==> config.mk <==
export PLATFORM = sky130hd
export DESIGN_NAME = ifu_inst_queue
export DESIGN_NICKNAME = d
export VERILOG_FILES = /design/src/rtl/ifu_inst_queue.sv
export SDC_FILE = /design/constraint.sdc
export NUM_CORES = 1
export LEC_CHECK = 0
export CAP_MARGIN = 20
export CELL_PAD_IN_SITES_DETAIL_PLACEMENT = 0
export CELL_PAD_IN_SITES_GLOBAL_PLACEMENT = 2
export CORE_MARGIN = 2
export CORE_UTILIZATION = 25
export CTS_CLUSTER_SIZE = 28
export DETAILED_ROUTE_END_ITERATION = 8
export DONT_BUFFER_PORTS = 1
export PLACE_DENSITY = 0.56
export SLEW_MARGIN = 30
export SYNTH_ARGS = -nofsm -noshare
export SYNTH_HDL_FRONTEND = slang
export SYNTH_SLANG_ARGS = --single-unit
==> constraint.sdc <==
create_clock -name clk -period 7.7 [get_ports clk]
set_input_delay 0.77 -clock clk [delete_from_list [all_inputs] [get_ports clk]]
set_output_delay 0.77 -clock clk [all_outputs]
set_load 0.02 [all_outputs]
==> src/rtl/ifu_inst_queue.sv <==
// Instruction queue between fetch and decode: a circular buffer of {inst, addr, pred}
// entries, registered output (no bypass), with flush and synchronous reset.
module ifu_inst_queue #(
  parameter  int DEPTH  = 4,
  parameter  int INST_W = 32,
  parameter  int ADDR_W = 32,
  localparam int PTR_W  = $clog2(DEPTH),
  localparam int CNT_W  = PTR_W + 1
) (
  input  logic              clk,
  input  logic              rst,
  input  logic              flush_flag_i,
  input  logic              in_valid_i,
  output logic              in_ready_o,
  input  logic [INST_W-1:0] inst_i,
  input  logic [ADDR_W-1:0] inst_addr_i,
  input  logic              is_pred_branch_i,
  output logic              out_valid_o,
  input  logic              out_ready_i,
  output logic [INST_W-1:0] inst_o,
  output logic [ADDR_W-1:0] inst_addr_o,
  output logic              is_pred_branch_o,
  output logic [CNT_W-1:0]  count_o
);

  localparam logic [31:0]       INST_NOP  = 32'h0000_0013;
  localparam logic [ADDR_W-1:0] ZERO_WORD = '0;

  typedef struct packed {
    logic [INST_W-1:0] inst;
    logic [ADDR_W-1:0] addr;
    logic              pred;
  } entry_t;

  entry_t           mem [DEPTH];
  entry_t           head;
  logic [PTR_W-1:0] wr_ptr;
  logic [PTR_W-1:0] rd_ptr;
  logic [CNT_W-1:0] count;
  logic             push;
  logic             pop;

  assign in_ready_o  = count < CNT_W'(DEPTH);
  assign out_valid_o = count != '0;
  assign push        = in_valid_i && in_ready_o && !flush_flag_i;
  assign pop         = out_valid_o && out_ready_i && !flush_flag_i;
  assign count_o     = count;

  // Pointers wrap naturally since DEPTH is a power of two.
  always_ff @(posedge clk) begin
    if (rst) begin
      wr_ptr <= '0;
      rd_ptr <= '0;
      count  <= '0;
    end else if (flush_flag_i) begin
      wr_ptr <= '0;
      rd_ptr <= '0;
      count  <= '0;
    end else begin
      if (push) wr_ptr <= wr_ptr + PTR_W'(1);
      if (pop)  rd_ptr <= rd_ptr + PTR_W'(1);
      case ({push, pop})
        2'b10:   count <= count + CNT_W'(1);
        2'b01:   count <= count - CNT_W'(1);
        default: count <= count;
      endcase
    end
  end

  // Entry data is not reset; only pointers and occupancy carry meaning.
  always_ff @(posedge clk) begin
    if (push && !rst) mem[wr_ptr] <= '{inst: inst_i, addr: inst_addr_i, pred: is_pred_branch_i};
  end

  assign head = mem[rd_ptr];

  always_comb begin
    inst_o           = {(INST_W/32){INST_NOP}};
    inst_addr_o      = ZERO_WORD;
    is_pred_branch_o = 1'b0;
    if (out_valid_o) begin
      inst_o           = head.inst;
      inst_addr_o      = head.addr;
      is_pred_branch_o = head.pred;
    end
  end

endmodule

==> flow_summary.toml, run 1 <==
[setup_path]
worstSetupPathType = "reg -> out"
cp_max_fo = 34
path_delay_family = "flip-flops"
cpMaxStageDelayCell = "dfxtp_4"
path_buf_inv = 1
crit_chain = "buf_4 -> mux4_2 -> or2_1"
reg2reg_depth = 8
cp-start-kind = "flip-flop"
arrival_ps = 3000
slowest_delay_ps = 800
crit_path_end_kind = "primary output"
required_ps = 6930
rrSetupSlack_ps = 5410
r2r_end = "count_o[2]$_SDFFE_PP0P_"
worstReg2RegStart = "count_o[2]$_SDFFE_PP0P_"

[run_status]
status = "complete, no violations"

[drt]
vias = 4354
drtPass1Iterations = 5
final_antenna_net_count = 0
drc = 0
wl_per_cell_um = 20.1
routed_wl_um = 20800
drt_iter0_drc = 214
via_per_inst = 4.21

[clock_tree]
path_clk_slew_ps = 60
clock-root-buffer = "clkbuf_16"
cts_sinks = 269
cts.repair.resized = 0
cts.path.max_buffers = 3
insertion_delay_ps = 550
cts_setup_buffers = 0
cts.htree.levels = 1
hold_buffers = 0
cts_buffers = 29
cts_tree = "built"

[layout]
nets = 558
diodes = 0
seq_area_sq_um = 8000
area_growth_pct = 14.9
fillers = 4001
multi_input_area_sq_um = 2150
final_layout_size_suffix_gt1_share_pct = 24.1
finalInstanceArea_sq_um = 11800

[power]
seq_power_share_pct = 55.2
combinationalPowerShare_pct = 2.3
swShare_pct = 19.8
ir_drop_v = 0.000188
intPower_w = 0.00236
p_switching_w = 0.000582
cellLeakagePower_nw = 3.47
clockPowerShare_pct = 42.5
powerDensity_nw_per_um2 = 248

[synthesis]
yosysTopAreaCell = "edfxtp_1"
synth_nets = 541
yosysUniqueCellTypes = 25
avgSynthCellArea_sq_um = 22.2
synthCells = 465
syn_area_sq_um = 10300
ys_seq_area_share_pct = 77.5
netlist_top_cells_area = "edfxtp_1 (76%), mux4_2 (14%), nor2b_1 (3.6%), dfxtp_1 (1.7%), buf_6 (0.76%)"
yosysWarningCount = 0
yosysTopAreaCellShare_pct = 75.8
synth-seq-cells = 269

[placed_design]
hpwl_um = 12500
place_area_sq_um = 11000
place_congestion = 0.656
io_buffers = 0

[grt]
track_usage_pct = 9.59
grt_max_degree = 38
grt.overflow.total = 0
antenna_found_initial = 0
grt_pass1_wl_um = 31100
grt_pass1_vias = 4894

[timing]
fin_crit_ps = 3770
tns_ps = 0
clock-skew-final_ps = 22.8
slew_viol_final = 0
maxSlewHeadroom_pct = 53.1
hold_viol = 0
rsz0062_at_grt = "false"
fmax_mhz = 265
tightest_slew_ps = 703
fin_crit_sh_pct = 49.0
finalSetupViolCount = 0

[die]
die_h_um = 207
start_util_pct = 25.3
coreArea_sq_um = 40700
pin_count = 140
placementRows = 74
die_x_um = 207
dieArea_sq_um = 42900

[worst_hold_path]
hp-class = "in -> reg"
min_path_cells = 0
hp-start = "is_pred_branch_i"
whs_endpoint = "mem[1][0]$_DFFE_PP_"

[job]
maxCapViolations = 0
cells in the mapped netlist, drive strengths merged:
cell type	n
nand2	1
nor3	1
buf	15
o21ai	2
nor2	8
or3	2
edfxtp	260
and2	4
or2	4
nor3b	2
a21oi	3
xnor2	1
inv	8
mux4	65
dfxtp	9
ha	5
and2b	2
mux2i	1
xor2	3
clkbuf	7
o31ai	1
nor2b	60
fa	1
metrics by stage:
step	utilization (%)	instances	total power, W	hold slack [ps]	worst slack (ps)
after detailed placement	27.0	983	0.00172	476	4360
after global routing	29.1	1034	0.00305	257	3630
after global placement	26.7	978	0.00172	460	4380
after CTS	29.1	1034	0.00299	254	3740
final	29.1	1034	0.00294	300	3930
after floorplan	-	465	0.00171	459	4210
layout by cell type (no fill, tap or decap), types with 2 or more instances in the layout:
cell,n
buf_4,3
a21oi_1,3
clkinv_2,7
clkinv_1,8
mux4_2,65
edfxtp_1,260
or3_1,2
buf_16,3
or2_1,3
and2b_1,2
dfxtp_1,7
nor2_1,8
and2_4,4
xor2_1,3
inv_1,8
dfxtp_4,2
clkbuf_1,3
buf_12,2
clkbuf_16,29
nor2b_1,60
nor3b_1,2
o21ai_0,2
ha_1,5
worst max-delay path by stage:
stage,startpoint,end,cells past startpoint
CTS,flip-flop,inst_o[0],3
floorplan,flush_flag_i,mem[0][0]$_DFFE_PP_,4
finish,flip-flop,inst_o[0],3
global route,flip-flop,inst_o[0],3
global placement,flip-flop,inst_o[0],3
detailed placement,flip-flop,inst_o[0],3
logic make-up after synthesis:
| family | Yosys count | synth area share [%] |
|---|---|---|
| mux | 66 | 14.3 |
| buf+inv | 30 | 1.70 |
| simple gates | 84 | 5.03 |
| xor+xnor | 4 | 0.340 |
| fa+ha+maj | 6 | 0.801 |
| compound gates | 6 | 0.316 |
| flops | 269 | 77.5 |
state kept, by name, summed over array words and instances (netlist names), named ones only:
signal	count
count_o	3
mem	260
rd_ptr	2
wr_ptr	2
worst reg2reg max path, stage by stage (launching register included):
cell,delay [ps]
dfxtp_1,620
o31ai_1,190
nor2_1,130
ha_1,190
inv_1,60
fa_1,380
xor2_1,170
or3_1,330
a21oi_1,150
final cells by class:
cell class / count / area share [%]
Multi-Input combinational cell: 166 / 18.2
Clock inverter: 19 / 1.01
Inverter: 8 / 0.254
Tap cell: 532 / 5.62
Timing Repair Buffer: 8 / 1.23
Sequential cell: 269 / 67.5
Clock buffer: 32 / 6.22
power groups by stage:
| stage | logic [W] | clock network, W | registers, W |
|---|---|---|---|
| global placement | 0.0000667 | 0 | 0.00165 |
| floorplan | 0.0000552 | 0 | 0.00165 |
| CTS | 0.0000695 | 0.00130 | 0.00162 |
| finish | 0.0000667 | 0.00125 | 0.00162 |
| global route | 0.0000724 | 0.00135 | 0.00163 |
| detailed placement | 0.0000693 | 0 | 0.00166 |
per-layer routing:
| metal | vias to the layer above | routed length [um] | share of wire (%) | track usage [%] |
|---|---|---|---|---|
| met5 | - | 0 | 0 | 0 |
| met4 | 0 | 538 | 2.6 | 2.64 |
| met3 | 36 | 1800 | 8.7 | 4.09 |
| met2 | 119 | 10800 | 52 | 17.2 |
| met1 | 2294 | 7650 | 37 | 10.3 |
| li1 | 1905 | - | - | - |
No activity file was read; power rests on OpenSTA's default activity.
==> run 2: changes to the inputs <==
--- a/config.mk
+++ b/config.mk
@@ -13,7 +13,7 @@
 export CTS_CLUSTER_SIZE = 28
 export DETAILED_ROUTE_END_ITERATION = 8
 export DONT_BUFFER_PORTS = 1
-export PLACE_DENSITY = 0.56
+export PLACE_DENSITY = 0.58
 export SLEW_MARGIN = 30
 export SYNTH_ARGS = -nofsm -noshare
 export SYNTH_HDL_FRONTEND = slang
==> constraint.sdc (replaced) <==
create_clock -name clk -period 3.27 [get_ports clk]
set_input_delay 0.327 -clock clk [delete_from_list [all_inputs] [get_ports clk]]
set_output_delay 0.327 -clock clk [all_outputs]
set_load 0.02 [all_outputs]
==> run 2 against run 1 <==
  * Via count grew 6.5%
  * First-iteration DRC count grew 14%
  * Sequential share of layout area is 3.8 points lower
  * Critical path depth stayed put
  * Power is 140% higher
  * Clock skew decreased by 12 ps
==> flow_summary.toml, run 2 (same netlist as run 1, synthesis figures left out) <==
[run_status]
status = "complete, no violations"

[timing]
fin_crit_ps = 2750
fmax_mhz = 363
tns_ps = 0
maxSlewHeadroom_pct = 44.2
whs_ps = 44.3
slew_viol_final = 0
worst_slack_ps = 515
tightest_slew_ps = 837
finalSetupViolCount = 0
clock-skew-final_ps = 11.0
fin_crit_sh_pct = 84.2
rsz0062_at_grt = "false"
hold_viol = 0

[layout]
area_growth_pct = 21.8
nets = 626
layout_commonest_cell = "edfxtp_1"
multi_input_area_sq_um = 2150
mostFrequentLayoutCells = "edfxtp_1 (260), mux4_2 (65), dlygate4sd3_1 (65)"
seq_area_sq_um = 8000
regMostFlops = "mem"
final_layout_size_suffix_gt1_share_pct = 21.2
largest_register_ffs = 260
final_cells = 1105
fillers = 3961

[clock_tree]
cts_tree = "built"
path_clk_slew_ps = 50
cts_buffers = 30
hold_buffers = 65
cts_setup_buffers = 0
cts_sinks = 269
cts.repair.resized = 0
clock-root-buffer = "clkbuf_16"
cts.path.max_buffers = 3
cts.htree.levels = 1
insertion_delay_ps = 560

[drt]
final_antenna_net_count = 0
via_per_inst = 4.19
drc = 0
routed_wl_um = 21800
drtPass1Iterations = 4
wl_per_cell_um = 19.7
vias = 4635
drt_iter0_drc = 243

[worst_hold_path]
hp-start = "out_ready_i"
hp-class = "in -> reg"
min_path_cells = 3

[die]
die_x_um = 207
pin_count = 140
die_h_um = 207
coreArea_sq_um = 40700
dieArea_sq_um = 42900
start_util_pct = 25.3
placementRows = 74

[setup_path]
rrSetupSlack_ps = 1030
slowest_delay_ps = 620
worstSetupPathType = "reg -> out"
cpMaxStageDelayCell = "dfxtp_4"
crit_chain = "buf_4 -> mux4_2 -> or2_1"
arrival_ps = 2430
required_ps = 2940
r2r_end = "count_o[2]$_SDFFE_PP0P_"
path_buf_inv = 1
reg2reg_depth = 8
cp_max_fo = 20
crit_path_end_kind = "primary output"
worstReg2RegStart = "count_o[2]$_SDFFE_PP0P_"
path_delay_family = "flip-flops"
cp-start-kind = "flip-flop"

[power]
clockPowerShare_pct = 43.0
seq_power_share_pct = 53.3
combinationalPowerShare_pct = 3.6
powerDensity_nw_per_um2 = 571
total_power_w = 0.00717
cellLeakagePower_nw = 3.77
ir_drop_v = 0.000343
swShare_pct = 20.2
intPower_w = 0.00572
p_switching_w = 0.00145

[job]
maxCapViolations = 0

[placed_design]
place_congestion = 0.682
post-place-cells = 985
io_buffers = 0
hpwl_um = 13000
dp_slack_ps = 778

[grt]
grt_pass1_vias = 5184
grtUsageMet1_pct = 12.4
antenna_found_initial = 2
grt_pass1_wl_um = 33600
grt_use_met2_pct = 17.9
grt_busiest_layer = "met2"
grt.overflow.total = 0
track_usage_pct = 10.2
grt_max_degree = 69
use_met3_pct = 2.68
-- run 2: final cells by class --
class,instances,area share (%)
multi-input combinational,166,17.1
clock buffer,39,6.42
inverter,8,0.239
clock inverter,14,0.797
tap,532,5.30
timing repair buffer,75,6.38
antenna,2,0.0399
sequential,269,63.7
-- run 2: tightest hold or removal path: stages --
cell     delay (ps)
nand2_1          60
or3_1           100
a21oi_1          60
-- run 2: metal layers --
metal | part of all wire [%] | routed length (um)
met1 | 42 | 9050
met2 | 50 | 11000
met3 | 5.3 | 1150
met4 | 2.7 | 594
met5 | 0 | 0
-- run 2: power by group through the flow --
stage	sequential [W]	clock, W	combinational, W
2_1_floorplan	0.00389	0	0.000130
3_3_place_gp	0.00390	0	0.000167
3_5_place_dp	0.00390	0	0.000168
4_1_cts	0.00382	0.00319	0.000269
5_1_grt	0.00382	0.00332	0.000285
6_report	0.00382	0.00308	0.000261
-- run 2: worst max path at each step --
stage | end | cells after the start
after floorplan | mem[1][0]$_DFFE_PP_ | 4
after global placement | mem[0][14]$_DFFE_PP_ | 4
after detailed placement | mem[1][7]$_DFFE_PP_ | 4
after CTS | inst_o[0] | 3
after global routing | inst_o[0] | 3
final | inst_o[0] | 3
-- run 2: stage by stage --
step	cell area (sq um)	util, %
detailed placement	11000	27.0
floorplan	10300	-
finish	12600	30.8
global placement	11000	27.0
global route	12600	30.8
CTS	12500	30.8
